**src/rtl/loteria_escalonador.sv**
```systemverilog
// Shared-checker scheduler: round-robin grant among four terminals, then drives the
// single checker through five digit inserts, a finish strobe and a bounded result wait.
module loteria_escalonador #(
    parameter int unsigned TIMEOUT = 16
) (
    input  logic        clk,
    input  logic        reset,
    input  logic [3:0]  req,
    input  logic [79:0] ticket,
    output logic [3:0]  gnt,
    output logic [3:0]  done,
    output logic [1:0]  prize,
    output logic        timeout_err,
    output logic        bad_ticket,
    output logic [3:0]  chk_num,
    output logic        chk_insert,
    output logic        chk_finish,
    input  logic        chk_valid,
    input  logic [1:0]  chk_prize,
    output logic        busy,
    output logic [2:0]  state
);

    localparam int unsigned CNT_W = 8;

    typedef enum logic [2:0] {
        S_IDLE   = 3'd0,
        S_SEND   = 3'd1,
        S_FINISH = 3'd2,
        S_WAIT   = 3'd3,
        S_REPLY  = 3'd4
    } state_e;

    state_e             state_q;
    logic [1:0]         ptr_q;
    logic [1:0]         gidx_q;
    logic [19:0]        tkt_q;
    logic [2:0]         d_q;
    logic [CNT_W-1:0]   wcnt_q;
    logic [3:0]         gnt_q;
    logic [3:0]         done_q;
    logic [1:0]         prize_q;
    logic               timeout_err_q;
    logic               bad_ticket_q;
    logic               bad_q;
    logic               arm_q;
    logic [3:0]         chk_num_q;
    logic               chk_insert_q;
    logic               chk_finish_q;
    logic               busy_q;

    logic [1:0]         sel;
    logic [1:0]         idx;
    logic               found;
    logic [19:0]        tkt_sel;
    logic               tkt_ok;

    function automatic logic [3:0] digit_at(input logic [19:0] t, input logic [2:0] i);
        case (i)
            3'd0:    digit_at = t[19:16];
            3'd1:    digit_at = t[15:12];
            3'd2:    digit_at = t[11:8];
            3'd3:    digit_at = t[7:4];
            default: digit_at = t[3:0];
        endcase
    endfunction

    // First requester at or after ptr, wrapping 3 -> 0
    always_comb begin
        sel   = '0;
        idx   = '0;
        found = 1'b0;
        for (int k = 0; k < 4; k++) begin
            idx = ptr_q + 2'(k);
            if (!found && req[idx]) begin
                sel   = idx;
                found = 1'b1;
            end
        end
    end

    always_comb begin
        tkt_sel = '0;
        case (sel)
            2'd0:    tkt_sel = ticket[19:0];
            2'd1:    tkt_sel = ticket[39:20];
            2'd2:    tkt_sel = ticket[59:40];
            default: tkt_sel = ticket[79:60];
        endcase
        tkt_ok = 1'b1;
        for (int i = 0; i < 5; i++) begin
            if (tkt_sel[4*i +: 4] > 4'd9) tkt_ok = 1'b0;
        end
    end

    always_ff @(posedge clk or negedge reset) begin
        if (!reset) begin
            state_q       <= S_IDLE;
            ptr_q         <= '0;
            gidx_q        <= '0;
            tkt_q         <= '0;
            d_q           <= '0;
            wcnt_q        <= '0;
            gnt_q         <= '0;
            done_q        <= '0;
            prize_q       <= '0;
            timeout_err_q <= 1'b0;
            bad_ticket_q  <= 1'b0;
            bad_q         <= 1'b0;
            arm_q         <= 1'b0;
            chk_num_q     <= '0;
            chk_insert_q  <= 1'b0;
            chk_finish_q  <= 1'b0;
            busy_q        <= 1'b0;
        end else begin
            done_q        <= '0;
            prize_q       <= '0;
            timeout_err_q <= 1'b0;
            bad_ticket_q  <= 1'b0;
            case (state_q)
                S_IDLE: begin
                    if (found) begin
                        gnt_q  <= 4'(1) << sel;
                        gidx_q <= sel;
                        tkt_q  <= tkt_sel;
                        d_q    <= '0;
                        busy_q <= 1'b1;
                        if (tkt_ok) begin
                            chk_insert_q <= 1'b1;
                            chk_num_q    <= tkt_sel[19:16];
                            state_q      <= S_SEND;
                        end else begin
                            // Bad ticket skips the checker; REPLY holds one extra cycle before done
                            bad_q   <= 1'b1;
                            arm_q   <= 1'b1;
                            state_q <= S_REPLY;
                        end
                    end
                end
                S_SEND: begin
                    if (d_q == 3'd4) begin
                        chk_insert_q <= 1'b0;
                        chk_num_q    <= '0;
                        chk_finish_q <= 1'b1;
                        state_q      <= S_FINISH;
                    end else begin
                        d_q       <= d_q + 3'd1;
                        chk_num_q <= digit_at(tkt_q, d_q + 3'd1);
                    end
                end
                S_FINISH: begin
                    chk_finish_q <= 1'b0;
                    wcnt_q       <= '0;
                    state_q      <= S_WAIT;
                end
                S_WAIT: begin
                    if (chk_valid) begin
                        prize_q <= chk_prize;
                        done_q  <= gnt_q;
                        state_q <= S_REPLY;
                    end else if (wcnt_q == CNT_W'(TIMEOUT - 1)) begin
                        timeout_err_q <= 1'b1;
                        done_q        <= gnt_q;
                        state_q       <= S_REPLY;
                    end else begin
                        wcnt_q <= wcnt_q + CNT_W'(1);
                    end
                end
                S_REPLY: begin
                    if (arm_q) begin
                        arm_q        <= 1'b0;
                        done_q       <= gnt_q;
                        bad_ticket_q <= bad_q;
                    end else begin
                        gnt_q   <= '0;
                        ptr_q   <= gidx_q + 2'd1;
                        bad_q   <= 1'b0;
                        busy_q  <= 1'b0;
                        state_q <= S_IDLE;
                    end
                end
                default: state_q <= S_IDLE;
            endcase
        end
    end

    assign gnt         = gnt_q;
    assign done        = done_q;
    assign prize       = prize_q;
    assign timeout_err = timeout_err_q;
    assign bad_ticket  = bad_ticket_q;
    assign chk_num     = chk_num_q;
    assign chk_insert  = chk_insert_q;
    assign chk_finish  = chk_finish_q;
    assign busy        = busy_q;
    assign state       = state_q;

endmodule

```
**config.mk**
```make
export PLATFORM = sky130hd
export DESIGN_NAME = loteria_escalonador
export DESIGN_NICKNAME = d
export VERILOG_FILES = /design/src/rtl/loteria_escalonador.sv
export SDC_FILE = /design/constraint.sdc
export NUM_CORES = 1
export LEC_CHECK = 0
export ABC_CLOCK_PERIOD_IN_PS = 3900
export CAP_MARGIN = 10
export CELL_PAD_IN_SITES_DETAIL_PLACEMENT = 2
export CELL_PAD_IN_SITES_GLOBAL_PLACEMENT = 2
export CORE_MARGIN = 8
export CORE_UTILIZATION = 27
export CTS_CLUSTER_DIAMETER = 200
export DETAILED_ROUTE_END_ITERATION = 12
export PLACE_DENSITY = 0.9
export RECOVER_POWER = 100
export SYNTH_ARGS = -nofsm -noshare
export SYNTH_HDL_FRONTEND = slang
export SYNTH_SLANG_ARGS = --single-unit
```
**constraint.sdc**
```tcl
create_clock -name clk -period 3.9 [get_ports clk]
set_clock_uncertainty 0.1 [all_clocks]
set_input_delay 0.78 -clock clk [delete_from_list [all_inputs] [get_ports clk]]
set_output_delay 0.78 -clock clk [all_outputs]
set_load 0.02 [all_outputs]
```
# [Word level (Yosys, flattened, before mapping)]
# Index checks and enable logic that the tools add are counted.
[word_totals] output_inout_bits=22 inputBits=89 word_cells=144 reg_bits=59
[classes] n_eq_ne=20 n_reduce_logical=24 bitwise_logic=1 n_addsub=6 mux=66 n_shift=1 n_lt_le_gt_ge=9
[ops] cell="$pmux 20 s3" count=1
[ops] cell="$mux 4" count=7
[ops] cell="$mux 1" count=26
[ops] cell="$mux 3" count=8
[ops] cell="$pmux 4 s2" count=3
[ops] cell="$gt 4x4->1 const B" count=5
[ops] cell="$mux 8" count=2
[ops] cell="$ne 2x2->1 const B" count=8
[ops] cell="$pmux 4 s4" count=1
[ops] cell="$pmux 8 s2" count=1
[ops] cell="$pmux 3 s5" count=1
[ops] cell="$reduce_and 3->1" count=5
[ops] cell="$eq 3x2->1 const B" count=4
[ops] cell="$lt 2x3->1 const B" count=4
[ops] cell="$mux 2" count=6
[ops] cell="$pmux 1 s2" count=5
[ops] cell="$add 8x1->8 const B" count=1
[ops] cell="$bmux 1 s2" count=4
[ops] cell="$eq 8x4->1 const B" count=1
[ops] cell="$reduce_and 2->1" count=4
[ops] cell="$reduce_and 4->1" count=2
[ops] cell="$reduce_bool 2->1" count=4
[ops] cell="$eq 3x1->1 const B" count=2
[ops] cell="$eq 3x3->1 const B" count=2
[ops] cell="13 further kinds" count=20

# [Longest topological paths before layout]
# Gate-level depths: netlist of run 1.
[depth] ltp_word=23 depth_mapped=10 depth_no_buf=10

# [Worst setup path before layout of run 1]
# Ideal clock, no wire load.
[synth_path] path_kind="input -> register" start="in req[0]" end="reg arm_q" arrival_ns=2.924 n_path_buf=2 setup_ns=0.121 required_ns=3.679 stages=10 path_slack_ns=0.755 path_cell_list="and2_1 > a22o_1 > or2_1 > clkbuf_1 > buf_6 > a211oi_1 > o22ai_1 > a222oi_1 > nand2_1 > a22o_1"
[synth_between] elab_chain_cells=22 elab_cells_between_ends=39 cone_classes="order compare (5); eq/ne (4); mux (22); reduce/logical (8)"
[synth_lines] element="start, declared" line_no="8" rtl="input logic [3:0] req,"
[synth_lines] element="$bmux 1 s2" line_no="75" rtl="if (!found && req[idx]) begin"
[synth_lines] element="$mux 1 (implied by the code)" line_no="75"
[synth_lines] element="$mux 1" line_no="75"
[synth_lines] element="$logic_not 1->1" line_no="75"
[synth_lines] element="$logic_and 1x1->1" line_no="75"
[synth_lines] element="$mux 1" line_no="75"
[synth_lines] element="$logic_not 1->1" line_no="75"
[synth_lines] element="$logic_and 1x1->1" line_no="75"
[synth_lines] element="[2 not listed]"
[synth_lines] element="$logic_and 1x1->1" line_no="75"
[synth_lines] element="$mux 2" line_no="75"
[synth_lines] element="$eq 2x2->1, or another cell as far along" line_no="84" rtl="case (sel)"
[synth_lines] element="$pmux 20 s3" line_no="84"
[synth_lines] element="$gt 4x4->1" line_no="92" rtl="if (tkt_sel[4*i +: 4] > 4'd9) tkt_ok = 1'b0;"
[synth_lines] element="$mux 1 (5 in series)" line_no="92"
[synth_lines] element="$ne 2x2->1 (no source line)"
[synth_lines] element="$reduce_and 3->1 (no source line) *"
[synth_lines] element="end signal, assigned" line_no="110" rtl="arm_q <= 1'b0;"
[synth_lines] element="end signal, assigned" line_no="135" rtl="arm_q <= 1'b1;"
[synth_lines] element="end signal, assigned" line_no="171" rtl="arm_q <= 1'b0;"
[synth_lines] element="end, declared" line_no="46" rtl="logic arm_q;"
# Every way passes the cells marked *; elsewhere a longest branch is shown, timed or not. The select of a mux whose other input is x is not followed.
# A chain may end at the register's enable or synchronous reset.

# [Worst setup path in the final report of run 1]
# Same ends and word-level chain as after synthesis.

==> results of run 1 <==
[cell families after synthesis]
family / Yosys count
and+or+nand+nor: 156
AOI/OAI and AO/OA: 92
DFF: 59
buffers and inverters: 27
muxes: 20
xor gates and xnor gates: 7
adders and majority gates: 7
[cell usage after synthesis (3+ instances only)]
cell / count
nand3_1: 11
a222oi_1: 5
nor3b_1: 24
mux2i_1: 15
a21oi_1: 5
nand2b_1: 3
a21o_1: 3
a211oi_1: 22
clkbuf_1: 18
and2_1: 6
dfrtp_1: 59
ha_1: 7
mux2_2: 5
xnor2_1: 3
nor4_1: 3
inv_1: 7
o31ai_1: 10
o22ai_1: 5
o21ai_0: 17
a22o_1: 5
and3_1: 5
o211ai_1: 4
nor2_1: 23
nand2_1: 67
xor2_1: 4
[sequential cells by signal, summed over array words and instances, names as in the netlist, 2 cells and up]
| register | flops |
|---|---|
| tkt_q | 20 |
| gidx_q | 2 |
| d_q | 3 |
| wcnt_q | 8 |
| state | 3 |
| prize | 2 |
| ptr_q | 2 |
| chk_num | 4 |
| done | 4 |
| gnt | 4 |
[worst max-delay path, stage by stage]
cell,delay (ns)
dlygate4sd3_1,0.61
and2_1,0.18
a22o_1,0.20
or2_1,0.26
buf_12,0.18
a211oi_1,0.41
o22ai_1,0.16
a222oi_1,0.37
buf_4,0.21
nand2_1,0.16
a22o_1,0.26
[cell usage in the layout, fill, tap and decap left out, types with 5 or more instances in the layout]
cell type        count
a211oi_1            22
a21oi_1              5
a222oi_1             5
a22o_1               5
and3_1               5
buf_4                8
clkbuf_16            9
clkdlybuf4s50_1     85
dfrtp_1             59
dlygate4sd3_1       24
ha_1                 7
inv_1                7
mux2i_1             15
nand2_1             67
nand3_1             11
nor2_1              23
nor3b_1             24
o21ai_0             18
o22ai_1              5
o31ai_1             10
[where the power goes]
group          internal [uW]  switching (uW)
registers                830             185
logic                    694             997
clock network            570             289
total                   2090            1470
[worst max-delay path by stage]
stage,startpoint,to,slack [ns],cells after the start
6_report,req[0],arm_q,0.19,11
5_1_grt,req[0],arm_q,0.09,11
4_1_cts,req[3],arm_q,0.27,11
3_5_place_dp,req[3],arm_q,-0.01,11
3_3_place_gp,req[3],arm_q,0.19,11
2_1_floorplan,req[0],arm_q,0.76,10
[routing by layer]
| metal | wire [um] | global-route usage |
|---|---|---|
| met1 | 5440 | 0.192 |
| met2 | 7090 | 0.303 |
| met3 | 799 | 0.0528 |
| met4 | 280 | 0.0636 |
| met5 | 0 | 0 |
[metrics by stage]
stage | setup WS (ns) | setup TNS [ns] | util | cells | area (um^2)
2_1_floorplan | 0.755 | 0 | - | 368 | 3380
3_3_place_gp | 0.185 | 0 | 0.382 | 643 | 4750
3_5_place_dp | -0.0115 | -0.0211 | 0.382 | 643 | 4750
4_1_cts | 0.267 | 0 | 0.408 | 658 | 5060
5_1_grt | 0.0864 | 0 | 0.407 | 658 | 5050
6_report | 0.193 | 0 | 0.407 | 658 | 5050
[area by class of cell]
type | instances | area (um^2)
Fill cell | 1364 | 7360
Multi-Input combinational cell | 282 | 1800
Sequential cell | 59 | 1480
Timing Repair Buffer | 123 | 1220
Clock buffer | 10 | 239
Tap cell | 172 | 215
Clock inverter | 5 | 77.6
Inverter | 7 | 26.3
==> reports/results.ini, run 1 <==
[sta]
fin_crit_sh = 0.951
tightestPinTransition_ns = 1.77
max_freq_mhz = 270
period_minus_slack_ns = 3.71
max_slew_margin = -0.182
report.final.slew_viol_count = 34
hold_ws_ns = 0.388
timing.final.setup_violations = 0
hold_viol_final = 0
rsz0062_at_grt = no

[hold_path]
hold_class = flip-flop to flip-flop
min_to = busy
hp-start = busy
min_path_cells = 2

[die]
dieArea_um2 = 16300
coreArea_um2 = 12400
chipWidth_um = 128
fp.dieH_um = 128
initial_core_util = 0.272
row_count = 41
ios = 111

[logic_synthesis]
synth_edf_count = 0
syn_inst = 368
synthFlopType = dfrtp_1
synth_nets = 464
ys_seq_area_frac = 0.437
yosys_warnings = 0
synthArstFlopShare = 1.00
syn_area_um2 = 3380
yosys.area_share.adder = 0.0259
synth_top_area_share = 0.437
post_synth_and_or_nand_nor_area_fraction = 0.229
synth.mux.area_fraction = 0.0611
yosysTopAreaCell = dfrtp_1
synth-xor-area-share = 0.0181
synth_compound_area_frac = 0.196
syn_avg_cell_area_um2 = 9.18
yosysUniqueCellTypes = 49
ys_ff_latch = 59
synth_area_leaders = dfrtp_1 44%, nand2_1 7.4%, nor3b_1 5.3%
synth_top_family_by_area = simple AND/OR/NAND/NOR gates

[drt]
drtIter0Drc = 127
firstDrtPassIters = 4
wl_mm = 13.6
via_per_inst = 5.26
num_vias = 3459
wl_per_cell_um = 20.7
detail-route-antenna-nets = 0
drcViolationCount = 0

[clock_network]
htree_levels = 3
cts_tree = done
cts_setup_buffers = 0
clock_latency_ns = 0.34
clk_pin_slew_worst_paths_ns = 0.05
cts_root_buffer = clkbuf_16
cts.sink_count = 59
cts_buffers = 9
ctsResizeCount = 0
clock_path_buffers = 2
cts_hold_buf = 0

[flow_run]
drv_cap = 1

[placed_design]
place_hpwl_mm = 10.2
place_congestion = 0.796
portBuffers = 110

[worst_setup_path]
worst-setup-path-type = primary input to flip-flop
crit_arrival_ns = 3.82
crit_path_start_kind = primary input
reg2reg_from = ptr_q[1]
critPathMaxFanout = 40
r2r-end = arm_q
crit_path_end_kind = flip-flop
critPathRequiredTime_ns = 4.01
rrSetupSlack_ns = 0.77
reg2reg_depth = 10

[power_and_ir_drop]
ir_drop_uv = 254
power.density_nw_per_um2 = 705
p_leak_uw = 0.00219
p_total_uw = 3570

[cells_and_area]
nNetsFinal = 578
area_delta_synth_final_pct = 49.6
diodes = 0
final_layout_size_suffix_gt1_frac = 0.0679

[grt]
overflow = 0
grt_pass1_wl_mm = 22.2
grt_pass1_vias = 4070
grt_max_degree = 41
antenna_found_initial = 0
grt_usage = 0.173

[status]
violations = max-capacitance violations, max-slew violations
outcome = finished, violations left

(Power assumes the default switching activity.)
==> run 2: changes to the inputs <==
--- a/config.mk
+++ b/config.mk
@@ -18,3 +18,4 @@
 export SYNTH_ARGS = -nofsm -noshare
 export SYNTH_HDL_FRONTEND = slang
 export SYNTH_SLANG_ARGS = --single-unit
+export TNS_END_PERCENT = 30
==> results of run 2 <==
The final DEF is identical to that of run 1; final timing and power are the same.
==> run 3: changes to the inputs <==
--- a/config.mk
+++ b/config.mk
@@ -11,7 +11,6 @@
 export CELL_PAD_IN_SITES_GLOBAL_PLACEMENT = 2
 export CORE_MARGIN = 8
 export CORE_UTILIZATION = 27
-export CTS_CLUSTER_DIAMETER = 200
 export DETAILED_ROUTE_END_ITERATION = 12
 export PLACE_DENSITY = 0.9
 export RECOVER_POWER = 100
==> results of run 3 <==
The final DEF is identical to that of run 1; final timing and power are the same.
